<file path="src/rtl/instr_fetch_unit.sv">
// rtl/instr_fetch_unit.sv - PC owner and instruction fetch stage ahead of decode
//
// Optional feature macro: IFU_FAULT_EN
//   defined   : a misaligned redirect target traps into a sticky FAULT state
//   undefined : redirect target bits [1:0] are cleared, fetch_fault is 0
//
// Ports
//   clk, rst_n                     clock, synchronous active-low reset
//   imem_req/imem_addr (out)       fetch request and address (= pc)
//   imem_ack/imem_rdata (in)       fetch completion and instruction word
//   instr/opcode/funct (out)       registered instruction and its fields
//   instr_valid (out)              instruction presented to decode
//   stall (in)                     downstream hold, blocks retire
//   branch/branch_taken/branch_target (in)   conditional redirect
//   jump/jump_target (in)          unconditional redirect
//   pc/pc_plus4 (out)              current instruction address and link value
//   fetch_fault (out)              misaligned redirect trap
module instr_fetch_unit #(
  parameter logic [31:0] RESET_PC = 32'h0000_0000
) (
  input  logic        clk,
  input  logic        rst_n,
  output logic        imem_req,
  output logic [31:0] imem_addr,
  input  logic        imem_ack,
  input  logic [31:0] imem_rdata,
  output logic [31:0] instr,
  output logic [5:0]  opcode,
  output logic [5:0]  funct,
  output logic        instr_valid,
  input  logic        stall,
  input  logic        branch,
  input  logic        branch_taken,
  input  logic [31:0] branch_target,
  input  logic        jump,
  input  logic [31:0] jump_target,
  output logic [31:0] pc,
  output logic [31:0] pc_plus4,
  output logic        fetch_fault
);

`ifdef IFU_FAULT_EN
  typedef enum logic [1:0] {S_IDLE, S_FETCH, S_HOLD, S_FAULT} state_t;
`else
  typedef enum logic [1:0] {S_IDLE, S_FETCH, S_HOLD} state_t;
`endif

  state_t      r_state;
  state_t      w_next_state;
  logic [31:0] r_pc;
  logic [31:0] r_instr;
  logic        r_instr_valid;

  logic        w_retire;
  logic        w_redirect;
  logic        w_fault_trap;
  logic [31:0] w_pc_plus4;
  logic [31:0] w_target;
  logic [31:0] w_next_pc;

  assign w_pc_plus4 = r_pc + 32'd4;
  assign w_retire   = (r_state == S_HOLD) && !stall;

  // Jump outranks a taken branch; branch_taken means nothing without branch.
  assign w_redirect = jump || (branch && branch_taken);
  assign w_target   = jump ? jump_target : branch_target;
  assign w_next_pc  = w_redirect ? (w_target & ~32'd3) : w_pc_plus4;

`ifdef IFU_FAULT_EN
  assign w_fault_trap = w_redirect && (w_target[1:0] != 2'b00);
`else
  assign w_fault_trap = 1'b0;
`endif

  always_ff @(posedge clk) begin
    if (!rst_n) begin
      r_state <= S_IDLE;
    end else begin
      r_state <= w_next_state;
    end
  end

  always_comb begin
    w_next_state = r_state;
    imem_req     = 1'b0;
    case (r_state)
      S_IDLE:  w_next_state = S_FETCH;
      S_FETCH: begin
        imem_req = 1'b1;
        if (imem_ack) w_next_state = S_HOLD;
      end
`ifdef IFU_FAULT_EN
      S_HOLD:  if (!stall) w_next_state = w_fault_trap ? S_FAULT : S_FETCH;
      S_FAULT: w_next_state = S_FAULT;
`else
      S_HOLD:  if (!stall) w_next_state = S_FETCH;
`endif
      default: w_next_state = S_IDLE;
    endcase
  end

  always_ff @(posedge clk) begin
    if (!rst_n) begin
      r_pc          <= RESET_PC;
      r_instr       <= 32'd0;
      r_instr_valid <= 1'b0;
    end else begin
      // Ack only counts while the request is actually up.
      if (r_state == S_FETCH && imem_ack) begin
        r_instr       <= imem_rdata;
        r_instr_valid <= 1'b1;
      end
      if (w_retire) begin
        r_instr_valid <= 1'b0;
        // A trapped redirect leaves pc pointing at the faulting instruction.
        if (!w_fault_trap) r_pc <= w_next_pc;
      end
    end
  end

  assign imem_addr   = r_pc;
  assign pc          = r_pc;
  assign pc_plus4    = w_pc_plus4;
  assign instr       = r_instr;
  assign opcode      = r_instr[31:26];
  assign funct       = r_instr[5:0];
  assign instr_valid = r_instr_valid;
`ifdef IFU_FAULT_EN
  assign fetch_fault = (r_state == S_FAULT);
`else
  assign fetch_fault = 1'b0;
`endif

endmodule

</file>
<file path="config.mk">
export PLATFORM = sky130hd
export DESIGN_NAME = instr_fetch_unit
export DESIGN_NICKNAME = d
export VERILOG_FILES = /design/src/rtl/instr_fetch_unit.sv
export SDC_FILE = /design/constraint.sdc
export NUM_CORES = 1
export LEC_CHECK = 0
export ABC_AREA = 1
export BUFFER_PORTS_ARGS = -buffer_cell sky130_fd_sc_hd__buf_2
export CORE_UTILIZATION = 35
export CTS_BUF_LIST = sky130_fd_sc_hd__clkbuf_8 sky130_fd_sc_hd__clkbuf_16
export DETAILED_ROUTE_END_ITERATION = 8
export PLACE_DENSITY = 0.67
export SYNTH_ARGS = -nofsm -noshare
export SYNTH_HDL_FRONTEND = slang
export SYNTH_SLANG_ARGS = --single-unit
</file>
<file path="constraint.sdc">
create_clock -name clk -period 3.5 [get_ports clk]
set_clock_uncertainty 0.15 [all_clocks]
set_input_delay 0.7 -clock clk [delete_from_list [all_inputs] [get_ports clk]]
set_output_delay 0.7 -clock clk [all_outputs]
set_load 0.005 [all_outputs]
</file>
==> metrics, run 1 <==
DR vias/cell 4.79; Worst setup SP type flip-flop; Top-Level Pins 246; WL final 13400 µm; min setup slack post-route 0.685 ns; HP Start instr_valid; most common cell after layout, fill and taps aside nand2_1; initial antenna violation count 0; FP Rows 39; Final min period 2.82 ns; Power Dens Cells 375 nW/µm²; Netlist cell types 30; critical path endpoint category output pin; post-detailed-route wirelength per cell 13.5 µm; fmax 0.355 GHz; yosys warns 0; Max-Cap Viols 0; simple-gate portion of the synthesized area 0.392; # Post-CTS Setup Buffers 0; Layout Utilization 0.471; CP most frequent cell nand2_1; Yosys reg bits 65; Slew headroom 0.478; endpoints failing hold 0; htree depth 3; grt ovf 0; IO buf count 234; crit path DAT 1.97 ns; Post-Synth XOR/XNOR Area 0.0149; RSZ-0062 raised after global routing false; Peak VDD IR 0.271 mV; dpl ws 1.01 ns; Avg Cell Area, Syn 6.19 µm²; DRC errors left 0; WHS Endpoint instr_valid; number of global-route vias before repair 4409; cts hold-fix bufs 0; Die Area 12200 µm²; mux cell area share after synthesis 0; first-pass GRT wire length 21600 µm; Pleak 2.77 nW; diode count 0; area share of fa/ha/maj cells after synthesis 0.00304; Sum Neg Setup Slack 0 ns; chip width 110 µm; CTS sink count 65; status completed; compound-cell area share of the yosys netlist 0.113; Clock Root Buffer clkbuf_16; Final GP Congestion 0.842; worst r2r path cells 6; internal reg-to-reg setup slack 1.55 ns; post-synthesis sequential area ratio 0.316; Worst-Margin Slew 0.782 ns; CP max stage delay 0.42 ns; DRT Pass-1 Iters 4; RR Startpoint r_state[0]; cts repair resizes 0; effective utilization at floorplan 0.360; largest family of logic cells by synthesized area simple AND/OR/NAND/NOR gates; Slew Viols, Final 0; Max Root-Sink Buffers 2; fin area 5380 µm²; # setup viols final 0; reg2reg end imem_addr[24]; clock-pin transition on the worst setup and hold timing paths 0.06 ns; largest net degree at the start of global routing 38; Total GRT Usage 0.222; Clock Latency Late Sink 0.34 ns; Post-DP HPWL 10000 µm; synthesized instance count 664; CTS tree done; layout cell share with drive strength beyond 1 0.326; fin nets 949; via count 4753; area of placed instances 5060 µm²; final antenna-violating net count 0; Die H 110 µm; crit-path cells ha_1 -> nand2_1 -> nor2_4 -> nand2_4 -> nor2_2 -> nand2_1 -> nand2_1 -> nand2_1 -> buf_2; CTS buffer count 9; CP max FO 6; Worst Hold Path Cells 2; Final period util 0.804; crit path max-delay cell type dfxtp_1; Crit Path Class flip-flop to output pin; Synth Cell Area 4110 µm²; HP Class flip-flop to flip-flop; most frequent cells in the layout 253 x nand2_1, 234 x buf_2, 73 x nand3_1, 65 x dfxtp_1, 40 x inv_1; Worst Path Required 2.65 ns; Core ar. 11400 µm²; area grow syn2layout 30.8%; iteration-0 DRC count of the detailed router 230
[state kept, by name (all words and copies together) (netlist names)]
signal	cells
instr	32
imem_addr	30
r_state	2
instr_valid	1
[worst max-delay path, delay by kind of cell, from the launching register on]
family	cells	cell delay, ns
adder cells (fa/ha/maj)	1	0.26
buffers and inverters	1	0.12
flip-flops	1	0.42
AND/OR/NAND/NOR	7	0.84
[report_power, final]
group | internal, mW | switching (mW)
Sequential | 0.766 | 0.0205
Clock | 0.623 | 0.353
Combinational | 0.110 | 0.144
Total | 1.50 | 0.518
[per-stage QoR]
step | hold WS [ns] | cells | power (mW)
after global placement | 0.288 | 977 | 1.06
after CTS | 0.303 | 993 | 2.04
final | 0.298 | 993 | 2.02
after detailed placement | 0.294 | 977 | 1.06
after global routing | 0.314 | 993 | 2.11
after floorplan | 0.292 | 670 | 0.948
[cell usage after synthesis (all sizes together)]
library cell | instances | share of area
nand2 | 255 | 0.24
nand3 | 73 | 0.089
dfxtp | 65 | 0.32
buf | 55 | 0.098
nor2 | 47 | 0.055
inv | 44 | 0.041
a21oi | 35 | 0.043
o21ai | 24 | 0.029
clkbuf | 23 | 0.021
a31oi | 22 | 0.033
xor2 | 6 | 0.013
nand3b | 4 | 0.0082
o22ai | 3 | 0.0046
and2 | 2 | 0.0030
o211ai | 2 | 0.0036
conb | 1 | 0.00091
ha | 1 | 0.0030
nor3 | 1 | 0.0012
xnor2 | 1 | 0.0021
[final cells by class]
class | instances | area, µm²
well taps | 143 | 179
clock inverters | 7 | 96.3
clock buffers | 9 | 225
multi-input cells | 483 | 2180
flip-flops and latches | 65 | 1300
inverters | 44 | 168
fillers | 1244 | 6040
repair buffers | 242 | 1230
[worst max path at each step]
stage	startpoint	end	slack, ns	cells after the start
2_1_floorplan	imem_addr[3]	pc_plus4[26]	1.38	8
3_3_place_gp	stall	imem_addr[3]	1.03	6
3_5_place_dp	stall	imem_addr[3]	1.01	6
4_1_cts	imem_addr[3]	pc_plus4[26]	0.68	9
5_1_grt	imem_addr[3]	pc_plus4[26]	0.47	9
6_report	imem_addr[3]	pc_plus4[26]	0.68	9
[routing by layer]
layer | routed length [µm] | track usage
met4 | 240 | 0.0889
met3 | 983 | 0.0648
met1 | 5710 | 0.261
met5 | 0 | 0
met2 | 6430 | 0.377
[kinds of logic (layout without fill, tap and decap cells)]
| kind of cell | count (synthesis) | count (layout) |
|---|---|---|
| AO/OA/AOI/OAI | 86 | 86 |
| XOR/XNOR | 7 | 7 |
| adder cells (fa/ha/maj) | 1 | 1 |
| buffers and inverters | 122 | 302 |
| flip-flops | 65 | 65 |
| other | 1 | 7 |
| AND/OR/NAND/NOR | 382 | 382 |
Power figures use the tool's default switching activity.
==> run 2: changes to the inputs <==
Clock period 3.5 ns to 2.8 ns, I/O delays scaled along.
==> run 2 against run 1 <==
Sequential power is 25% higher; die area stayed put; critical path depth unchanged; final cell count rose by 0.20%; setup slack worse by 0.51 ns; register-to-register slack got worse by 0.59 ns; combinational power grew 27%; sequential cell count unchanged; critical path type unchanged.
==> metrics, run 2 (synthesis results as in run 1) <==
status completed; number of global-route vias before repair 4440; CTS sink count 65; internal reg-to-reg setup slack 0.96 ns; fmax 0.381 GHz; WL final 13100 µm; # setup viols final 0; Die H 110 µm; Final GP Congestion 0.857; post-detailed-route wirelength per cell 13.2 µm; Worst Path Required 2.09 ns; FP Rows 39; chip width 110 µm; effective utilization at floorplan 0.360; DR vias/cell 4.79; HP Class flip-flop to flip-flop; max reg flops 32; CP max FO 6; area of the multi-input gates 2180 µm²; via count 4765; Top-Level Pins 246; iteration-0 DRC count of the detailed router 237; # Post-CTS Setup Buffers 0; Clock Latency Late Sink 0.34 ns; Layout Cells excl Fill 995; RSZ-0062 raised after global routing false; placed cell count 979; Sum Neg Setup Slack 0 ns; fin area 5380 µm²; worst r2r path cells 10; Die Area 12200 µm²; area grow syn2layout 30.8%; Final period util 0.936; Max-Cap Viols 0; cts repair resizes 0; DRT Pass-1 Iters 5; CTS buffer count 9; Power Dens Cells 453 nW/µm²; Worst-Margin Slew 0.748 ns; final antenna-violating net count 0; sequential cell area 1300 µm²; Peak VDD IR 0.259 mV; IO buf count 234; cts hold-fix bufs 0; largest net degree at the start of global routing 38; first-pass GRT wire length 21200 µm; Core ar. 11400 µm²; Max Root-Sink Buffers 2; area of placed instances 5080 µm²; grt ovf 0; fin nets 951; clock-pin transition on the worst setup and hold timing paths 0.06 ns; most frequent cells in the layout 253 x nand2_1, 234 x buf_2, 73 x nand3_1, 65 x dfxtp_1, 40 x inv_1; critical path endpoint category output pin; diode count 0; Worst setup SP type flip-flop; initial antenna violation count 0; Slew headroom 0.501; crit path DAT 1.91 ns; Post-DP HPWL 9920 µm; Pwr Total 2.44 mW; Slew Viols, Final 0; Worst Hold Path Cells 2; Filler cells 1257; Pleak 2.78 nW; Crit Path Class flip-flop to output pin; DRC errors left 0; htree depth 3; CTS tree done; endpoints failing hold 0; Clock Root Buffer clkbuf_16; most common cell after layout, fill and taps aside nand2_1; Total GRT Usage 0.218; Final min period 2.62 ns; layout cell share with drive strength beyond 1 0.327
-- run 2: cell types whose count changed in the layout (fill, tap and decap cells not counted), sizes merged --
cell	previous run	this run
inv	45	46
buf	242	244
bufinv	2	1
-- run 2: report_power, final --
group          total [mW]  internal, mW  switching (mW)
Combinational       0.323         0.142           0.180
Sequential          0.983         0.957          0.0263
Clock                1.13         0.688           0.444
Total                2.44          1.79           0.650
-- run 2: cell type report --
cell class	count	area share
inverters	44	0.0312
clock inverters	7	0.0133
well taps	143	0.0333
repair buffers	244	0.234
flip-flops and latches	65	0.242
multi-input cells	483	0.405
clock buffers	9	0.0419
-- run 2: critical path: stages (launching register included) --
cell	delay, ns
dfxtp_1	0.40
ha_1	0.24
nand2_1	0.10
nor2_4	0.20
nand2_1	0.11
nor2_2	0.17
nand2_1	0.07
nand2_1	0.07
nand2_1	0.07
buf_2	0.13
-- run 2: worst paths after layout --
check | start | endpoint
worst min-delay path | instr[22] | instr[22]
worst max register to register | imem_addr[3] | imem_addr[26]
worst max-delay path | imem_addr[3] | pc_plus4[24]
worst min register to register | instr[22] | instr[22]
-- run 2: metal layers --
metal,share of wire,GRT usage
met1,0.43,0.255
met5,0,0
met2,0.48,0.378
met4,0.016,0.0791
met3,0.072,0.0587
-- run 2: metrics by stage --
| stage | util | hold WS, ns | worst slack [ns] |
|---|---|---|---|
| 4_1_cts | 0.471 | 0.312 | 0.138 |
| 2_1_floorplan | - | 0.292 | 0.816 |
| 5_1_grt | 0.471 | 0.330 | 0.00222 |
| 3_5_place_dp | 0.445 | 0.303 | 0.505 |
| 6_report | 0.471 | 0.311 | 0.179 |
| 3_3_place_gp | 0.445 | 0.286 | 0.516 |
